==> config.mk <==
export PLATFORM = sky130hd
export DESIGN_NAME = rhs2116_spi_responder
export DESIGN_NICKNAME = d
export VERILOG_FILES = /design/src/rtl/rhs2116_spi_responder.sv
export SDC_FILE = /design/constraint.sdc
export NUM_CORES = 1
export LEC_CHECK = 0
export CORE_MARGIN = 5
export CORE_UTILIZATION = 55
export DETAILED_ROUTE_END_ITERATION = 8
export GPL_TIMING_DRIVEN = 0
export HOLD_SLACK_MARGIN = 0.1
export PLACE_DENSITY = 0.76
export RECOVER_POWER = 25
export SLEW_MARGIN = 40
export SYNTH_ARGS = -nofsm -noshare
export SYNTH_HDL_FRONTEND = slang
export SYNTH_SLANG_ARGS = --single-unit
==> constraint.sdc <==
create_clock -name clk_spi -period 2.45 [get_ports clk_spi]
set_input_delay 0.735 -clock clk_spi [delete_from_list [all_inputs] [get_ports clk_spi]]
set_output_delay 0.735 -clock clk_spi [all_outputs]
set_load 0.005 [all_outputs]
==> src/rtl/rhs2116_spi_responder.sv <==
// Behavioural RHS2116 SPI slave: oversamples the SPI pins, decodes 32-bit commands and returns
// CONVERT results with two-frame latency. Define RHS2116_RESP_FRAME_ERR_EN for frame_err/err_cnt.
module rhs2116_spi_responder #(
    parameter int unsigned SEQ_W = 12
) (
    input  logic        clk_spi,
    input  logic        rst_n,
    input  logic        cs_n,
    input  logic        sclk,
    input  logic        mosi,
    output logic        miso,
    output logic        miso_oe,
    output logic [31:0] cmd_out,
    output logic        cmd_valid,
    output logic [15:0] frame_cnt
`ifdef RHS2116_RESP_FRAME_ERR_EN
    ,
    output logic        frame_err,
    output logic [7:0]  err_cnt
`endif
);

    typedef enum logic [0:0] {ST_IDLE, ST_ACTIVE} state_t;

    state_t            state;
    logic [2:0]        cs_pipe;
    logic [2:0]        sclk_pipe;
    logic [1:0]        mosi_pipe;
    logic [31:0]       rx_shift;
    logic [31:0]       tx_shift;
    logic [5:0]        bit_cnt;
    logic [31:0]       r1;
    logic [31:0]       r2;
    logic [SEQ_W-1:0]  seq;
    logic [11:0]       seq12;
    logic [31:0]       result;

    wire cs_fall   = cs_pipe[2] & ~cs_pipe[1];
    wire cs_rise   = ~cs_pipe[2] & cs_pipe[1];
    wire sclk_rise = ~sclk_pipe[2] & sclk_pipe[1];
    wire sclk_fall = sclk_pipe[2] & ~sclk_pipe[1];
    wire mosi_s    = mosi_pipe[1];

    assign miso_oe = ~cs_pipe[1];

    if (SEQ_W >= 12) begin : g_seq_trunc
        assign seq12 = seq[11:0];
    end else begin : g_seq_ext
        assign seq12 = {{(12 - SEQ_W){1'b0}}, seq};
    end

    // Result of the command currently held in rx_shift, using seq before this frame's increment.
    always_comb begin
        result = 32'hFFFF_0000;
        if (rx_shift[31:30] == 2'b00) begin
            result[31:16] = {rx_shift[19:16], seq12};
            result[15:0]  = rx_shift[27] ? {6'b0, rx_shift[19:16], seq12[5:0]} : 16'h0000;
        end
    end

    always_ff @(posedge clk_spi or negedge rst_n) begin
        if (!rst_n) begin
            state     <= ST_IDLE;
            cs_pipe   <= 3'b111;
            sclk_pipe <= 3'b000;
            mosi_pipe <= 2'b00;
            rx_shift  <= 32'h0;
            tx_shift  <= 32'h0;
            bit_cnt   <= 6'd0;
            r1        <= 32'h0;
            r2        <= 32'h0;
            seq       <= '0;
            miso      <= 1'b0;
            cmd_out   <= 32'h0;
            cmd_valid <= 1'b0;
            frame_cnt <= 16'h0;
`ifdef RHS2116_RESP_FRAME_ERR_EN
            frame_err <= 1'b0;
            err_cnt   <= 8'h0;
`endif
        end else begin
            cs_pipe   <= {cs_pipe[1:0], cs_n};
            sclk_pipe <= {sclk_pipe[1:0], sclk};
            mosi_pipe <= {mosi_pipe[0], mosi};
            cmd_valid <= 1'b0;
`ifdef RHS2116_RESP_FRAME_ERR_EN
            frame_err <= 1'b0;
`endif
            unique case (state)
                ST_IDLE: begin
                    if (cs_fall) begin
                        state    <= ST_ACTIVE;
                        tx_shift <= r2;
                        miso     <= r2[31];
                        rx_shift <= 32'h0;
                        bit_cnt  <= 6'd0;
                    end
                end
                ST_ACTIVE: begin
                    if (cs_rise) begin
                        state <= ST_IDLE;
                        if (bit_cnt == 6'd32) begin
                            cmd_out   <= rx_shift;
                            cmd_valid <= 1'b1;
                            frame_cnt <= frame_cnt + 16'd1;
                            seq       <= seq + {{(SEQ_W - 1){1'b0}}, 1'b1};
                            r2        <= r1;
                            r1        <= result;
                        end else begin
`ifdef RHS2116_RESP_FRAME_ERR_EN
                            frame_err <= 1'b1;
                            if (err_cnt != 8'hFF) err_cnt <= err_cnt + 8'd1;
`endif
                        end
                    end else if (sclk_rise) begin
                        rx_shift <= {rx_shift[30:0], mosi_s};
                        if (bit_cnt != 6'd33) bit_cnt <= bit_cnt + 6'd1;
                    end else if (sclk_fall && bit_cnt >= 6'd1 && bit_cnt <= 6'd31) begin
                        tx_shift <= {tx_shift[30:0], 1'b0};
                        miso     <= tx_shift[30];
                    end
                end
                default: state <= ST_IDLE;
            endcase
        end
    end

endmodule

==> results of run 1 <==
==> how the worst min path moves through the flow <==
stage	cells past startpoint	startpoint	to
floorplan	0	mosi_pipe[0]	mosi_pipe[1]
global placement	0	mosi_pipe[0]	mosi_pipe[1]
detailed placement	0	mosi_pipe[0]	mosi_pipe[1]
CTS	1	rst_n	tx_shift[28]
global route	0	sclk_pipe[0]	sclk_pipe[1]
finish	0	mosi_pipe[0]	mosi_pipe[1]
==> timing repair <==
item / in CTS / in global routing
setup endpoints to repair: 0 / 36
gates resized for setup: 0 / 3
buffers inserted: 0 / 0
==> logic make-up (layout without fill, tap and decap cells) <==
kind of cell | count (synthesis) | after routing | share of synthesized area (%)
compound gates | 93 | 93 | 9.82
xor+xnor | 27 | 27 | 3.09
fa+ha+maj | 6 | 6 | 0.980
buf+inv | 51 | 140 | 2.83
flops | 192 | 192 | 62.8
mux | 1 | 1 | 0.131
simple gates | 353 | 353 | 20.4
==> state kept, by name, indices dropped and copies added (netlist names), 3 cells and up <==
name / cells
cs_pipe: 3
tx_shift: 31
rx_shift: 32
r1: 26
sclk_pipe: 3
cmd_out: 32
r2: 26
frame_cnt: 16
seq: 12
bit_cnt: 6
==> final cells by class <==
class | instances | area, µm² | area share, %
timing repair buffer | 57 | 601 | 6.63
inverter | 7 | 26.3 | 0.290
clock inverter | 10 | 86.3 | 0.953
clock buffer | 22 | 474 | 5.24
buffer | 44 | 191 | 2.11
sequential | 192 | 4810 | 53.1
multi-input combinational | 480 | 2640 | 29.2
tap | 180 | 225 | 2.49
==> routing by layer <==
layer / share of wire (%) / vias to the layer above / wire length [µm]
met5: 0 / - / 0
met4: 2.1 / 0 / 341
met3: 4.4 / 32 / 709
met2: 48 / 149 / 7640
met1: 46 / 2746 / 7310
li1: - / 2612 / -
==> per-stage QoR <==
stage / setup slack [ps] / total power, mW / hold WS [ps]
final: 115 / 6.14 / 349
after global routing: 1.36 / 6.36 / 354
after CTS: 173 / 6.17 / 266
after detailed placement: 200 / 3.59 / 336
after global placement: -6770 / 3.57 / 333
after floorplan: 516 / 3.44 / 331
==> worst reg2reg max path, delay by kind of cell, from the launching register on <==
kind / cells / cell delay, ps
flops: 1 / 400
buf+inv: 2 / 520
compound gates: 2 / 780
fa+ha+maj: 1 / 220
simple gates: 2 / 320
==> cell usage in the layout (no fill, tap or decap), types with 3 or more instances in the layout <==
cell	Yosys	routed
clkdlybuf4s50_1	0	51
o21ai_0	19	19
a22o_1	33	33
clkbuf_1	33	34
buf_2	8	8
and3_1	31	31
nor3_1	3	3
clkinvlp_4	0	3
clkbuf_16	0	17
nor2_1	16	16
nor2b_1	3	3
ha_1	6	6
inv_1	7	7
a21oi_1	3	3
nand4_1	11	11
clkbuf_8	0	3
dfrtp_1	189	189
a221o_1	25	25
clkinv_2	0	5
o311ai_0	3	3
o211ai_1	3	3
xnor2_1	18	18
xor2_1	9	9
nand2_1	249	249
dlygate4sd3_1	0	3
nand3_1	22	22
==> power groups by stage <==
stage	Sequential (mW)	Combinational (mW)	Clock, mW
5_1_grt	3.23	0.347	2.78
4_1_cts	3.23	0.312	2.63
3_3_place_gp	3.28	0.284	0
6_report	3.23	0.310	2.60
3_5_place_dp	3.28	0.307	0
2_1_floorplan	3.28	0.167	0
==> flow_summary.json, run 1 <==
{
  "status": "finished with violations",
  "violations": "capacitance limit, slew limit",
  "finalHoldViolations": 0,
  "cts_tree": "done",
  "yosysMostFrequentCell": "nand2_1",
  "reg2reg_depth": 7,
  "ys_top_cells_by_count": "nand2_1 (249), dfrtp_1 (189), a22o_1 (33), clkbuf_1 (33), and3_1 (31)",
  "reg2reg_slack_ps": 150,
  "first_pass_iters": 5,
  "utilization_pct": 65.8,
  "num_rows": 43,
  "dp_cells": 960,
  "synth_cells": 723,
  "pin_count": 56,
  "cts_hold_buf": 0,
  "start_util_pct": 55.6,
  "finalWirelength_um": 16000,
  "synth_area_leader_cell": "dfrtp_1",
  "required_ps": 1710,
  "drc": 0,
  "insertion_delay_ps": 420,
  "seqPwrFrac_pct": 52.6,
  "max_stage_delay_ps": 670,
  "p_leak_nw": 4.63,
  "power.switching_mw": 1.38,
  "die_height_um": 128,
  "cts_root_buf": "clkbuf_16",
  "synthFlopType": "dfrtp_1",
  "r2r-end": "tx_shift[22]",
  "power.density_mw_per_mm2": 678,
  "relSlewSlack_pct": -11.5,
  "maxCapViolCount": 1,
  "ys_ff_latch": 192,
  "synth_top_area_share_pct": 61.7,
  "cts_buffers": 17,
  "grt_overflow": 0,
  "met3_usage_pct": 4.79,
  "post_synth_instance_area_mm2": 0.00766,
  "grt_start_max_net_pins": 78,
  "finClkSkew_ps": 9.13,
  "drtAntennaViolNets": 0,
  "drt_iter0_markers": 464,
  "setup_viol": 0,
  "wl_per_cell_um": 16.1,
  "syn_nets": 734,
  "cp.depth": 2,
  "crit_path_start_kind": "flip-flop",
  "crit_buf_inv": 2,
  "startpoint": "cs_pipe[1]",
  "grt_pass1_wl_um": 27300,
  "cp.arrival_ps": 1600,
  "hold_class": "reg -> reg",
  "fill_cells": 1062,
  "syn2layout_area_growth_pct": 18.2,
  "rsz0062_at_grt": "no",
  "p_sw_share_pct": 22.5,
  "first_global_vias": 5534,
  "die_area_mm2": 0.0164,
  "dpl_cell_area_mm2": 0.00850,
  "worstPathCellList": "inv_1 > clkdlybuf4s50_1",
  "internal-power_mw": 4.76,
  "num_vias": 5539,
  "combPwrFrac_pct": 5.0,
  "cp_slowest_cell": "dfstp_1",
  "yosys.cell_types.count": 45,
  "final_nets": 810,
  "clock.fmax_ghz": 0.428,
  "report.final.slew_viol_count": 63,
  "final_area_mm2": 0.00906,
  "max-vdd-ir-drop_uv": 445,
  "cp-end-kind": "output pin",
  "gr-usage-all-layers_pct": 20.8,
  "fin_cells": 992,
  "htreeDepth": 4,
  "fin_crit_sh_pct": 95.3,
  "drive_gt1_share_pct": 6.28,
  "ys_async_sr_fraction_pct": 100,
  "cp_top_family": "flip-flops",
  "tns_ps": 0,
  "synth-edff-count": 0,
  "port_buffers": 55,
  "endpoint": "miso_oe",
  "synth.area.top_cells": "dfrtp_1 (62%), nand2_1 (12%), a22o_1 (3.8%), a221o_1 (3.3%), and3_1 (2.5%)",
  "path_clk_slew_ps": 70,
  "path_class": "reg -> out",
  "worstMarginPinSlew_ps": 1670,
  "cp_max_fo": 7,
  "synth-seq-area-share_pct": 62.8,
  "cts_buffer_depth": 2,
  "gp_congestion": 0.837,
  "cts.sinks": 192,
  "die_w_um": 128,
  "r2r-start": "bit_cnt[1]",
  "fin_crit_ps": 2340,
  "yosys_warnings": 0,
  "use_met2_pct": 32.0,
  "syn_area_per_cell_um2": 10.6,
  "busiest_layer": "met2",
  "antenna_found_initial": 0,
  "coreArea_mm2": 0.0138,
  "diodes": 0,
  "avgViaCountPerCell": 5.58,
  "use_met1_pct": 29.4,
  "hpwl_um": 10900,
  "clkPwrFrac_pct": 42.4
}
Note: power is estimated with default switching activity, not from simulation.
==> run 2: changes to the inputs <==
--- a/config.mk
+++ b/config.mk
@@ -7,6 +7,7 @@
 export LEC_CHECK = 0
 export CORE_MARGIN = 5
 export CORE_UTILIZATION = 55
+export CTS_CLUSTER_DIAMETER = 30
 export DETAILED_ROUTE_END_ITERATION = 8
 export GPL_TIMING_DRIVEN = 0
 export HOLD_SLACK_MARGIN = 0.1
==> results of run 2 <==
Final layout, timing and power as in run 1 (identical DEF).
==> RTL edit: new RTL, settings of run 2 <==
Set the parameter `SEQ_W` to 6 (it was 12).
--- a/src/rtl/rhs2116_spi_responder.sv
+++ b/src/rtl/rhs2116_spi_responder.sv
@@ -2,5 +2,5 @@
 // CONVERT results with two-frame latency. Define RHS2116_RESP_FRAME_ERR_EN for frame_err/err_cnt.
 module rhs2116_spi_responder #(
-    parameter int unsigned SEQ_W = 12
+    parameter int unsigned SEQ_W = 6
 ) (
     input  logic        clk_spi,
Formal check against the unedited RTL: no difference found for any inputs over 4 cycles, from zero or initial values and one cycle with rst_n low; that may be too few to reach the edited logic, so the function may still have changed.
==> RTL edit against run 2 <==
  * Synthesized cell count down 1.4%
  * Routed wire length down 6.0%
  * Sequential power down 8.0%
  * Final cell count down 1.9%
  * Sequential cell count down 16
  * Total power down 2.1%
  * Die area down 6.7%
  * Worst setup slack better by 0.0033 ns
  * Design area down 5.9%
  * Worst hold slack better by 0.0072 ns
  * Utilization up 1.8 points
  * Synthesized area down 7.3%
  * First-iteration DRC count up 0.43%
  * Combinational power down 15%
  * Critical path type is now flop to flop
  * Largest cell class unchanged
  * Largest power group unchanged
==> RTL edit: results <==
group,metric,value,unit
logic_synthesis,syn_nets,724,
logic_synthesis,synthDistinctLibCells,41,
timing,post_route_worst_hold_slack,0.3561,ns
layout,drive_above_1_share,6.742,%
worst_setup_path,worst-path-max-fanout,10,
worst_setup_path,critical_path.reg2reg.endpoint,"tx_shift[4]",
logic_synthesis,top_post_synthesis_cells_by_area,"sky130_fd_sc_hd__dfrtp_1, sky130_fd_sc_hd__nand2_1, sky130_fd_sc_hd__nand3_1, sky130_fd_sc_hd__a221o_1, sky130_fd_sc_hd__xnor2_1",
logic_synthesis,synth_top_cells_by_count,"sky130_fd_sc_hd__nand2_1, sky130_fd_sc_hd__dfrtp_1, sky130_fd_sc_hd__nand3_1",
layout,area.share.sequential,51.73,%
worst_setup_path,slowest_delay,0.50,ns
logic_synthesis,ys_seq_area_share,62.05,%
timing,clock_skew,0.008889,ns
pwr,power.sequential.fraction,49.4,%
place,globalplace.congestion,0.7871,
route,met3WireLength,640,µm
logic_synthesis,synth-compound-area-share,6.023,%
place,dp_hpwl,10360,µm
global_route,number_of_global_route_vias_before_repair,5458,
worst_setup_path,worst-r2r-setup-slack,0.12,ns
pwr,cellLeakagePower,4.365,nW
layout,layout.nets,799,
logic_synthesis,synth.mux.area_fraction,0.2818,%
route,met1Wirelength,6437,µm
route,met2WireLength,7813,µm
worst_setup_path,slowest_stage,"sky130_fd_sc_hd__a2111o_1",
route,detailedRoute.firstIterationViolations,466,
worst_setup_path,setup.worst_path.start,"bit_cnt[1]",
layout,nonClkBufAreaFrac,9.222,%
job,count_of_max_cap_constraint_violations,0,
pwr,power.share.clock,46.2,%
layout,multi_input_area_share,28.87,%
layout,final.signal_inverter_count,8,
layout,clock_tree_area_fraction,7.239,%
pwr,max-vdd-ir-drop,0.4455,mV
status,run_status,"completed",
==> RTL edit: kinds of logic after synthesis <==
logic type                 Yosys count
AOI/OAI and AO/OA                   51
DFF                                176
buffers and inverters               51
muxes                                2
xor gates and xnor gates            20
adders and majority gates            6
and+or+nand+nor                    407
==> RTL edit: worst min path at each step <==
| stage | endpoint | cells past startpoint |
|---|---|---|
| after CTS | sclk_pipe[2] | 1 |
| final | mosi_pipe[1] | 0 |
| after global routing | mosi_pipe[1] | 0 |
| after global placement | mosi_pipe[1] | 0 |
| after detailed placement | mosi_pipe[1] | 0 |
| after floorplan | mosi_pipe[1] | 0 |
==> RTL edit: metrics by stage <==
step / setup WS (ns) / utilization (%) / area, µm² / cells
finish: 0.1179 / 67.52 / 8521 / 973
global route: 0.02553 / 67.52 / 8521 / 973
CTS: 0.002586 / 67.73 / 8547 / 974
detailed placement: 0.04792 / 62.84 / 7930 / 942
global placement: -6.088 / 62.36 / 7870 / 940
floorplan: 0.3289 / - / 7104 / 713
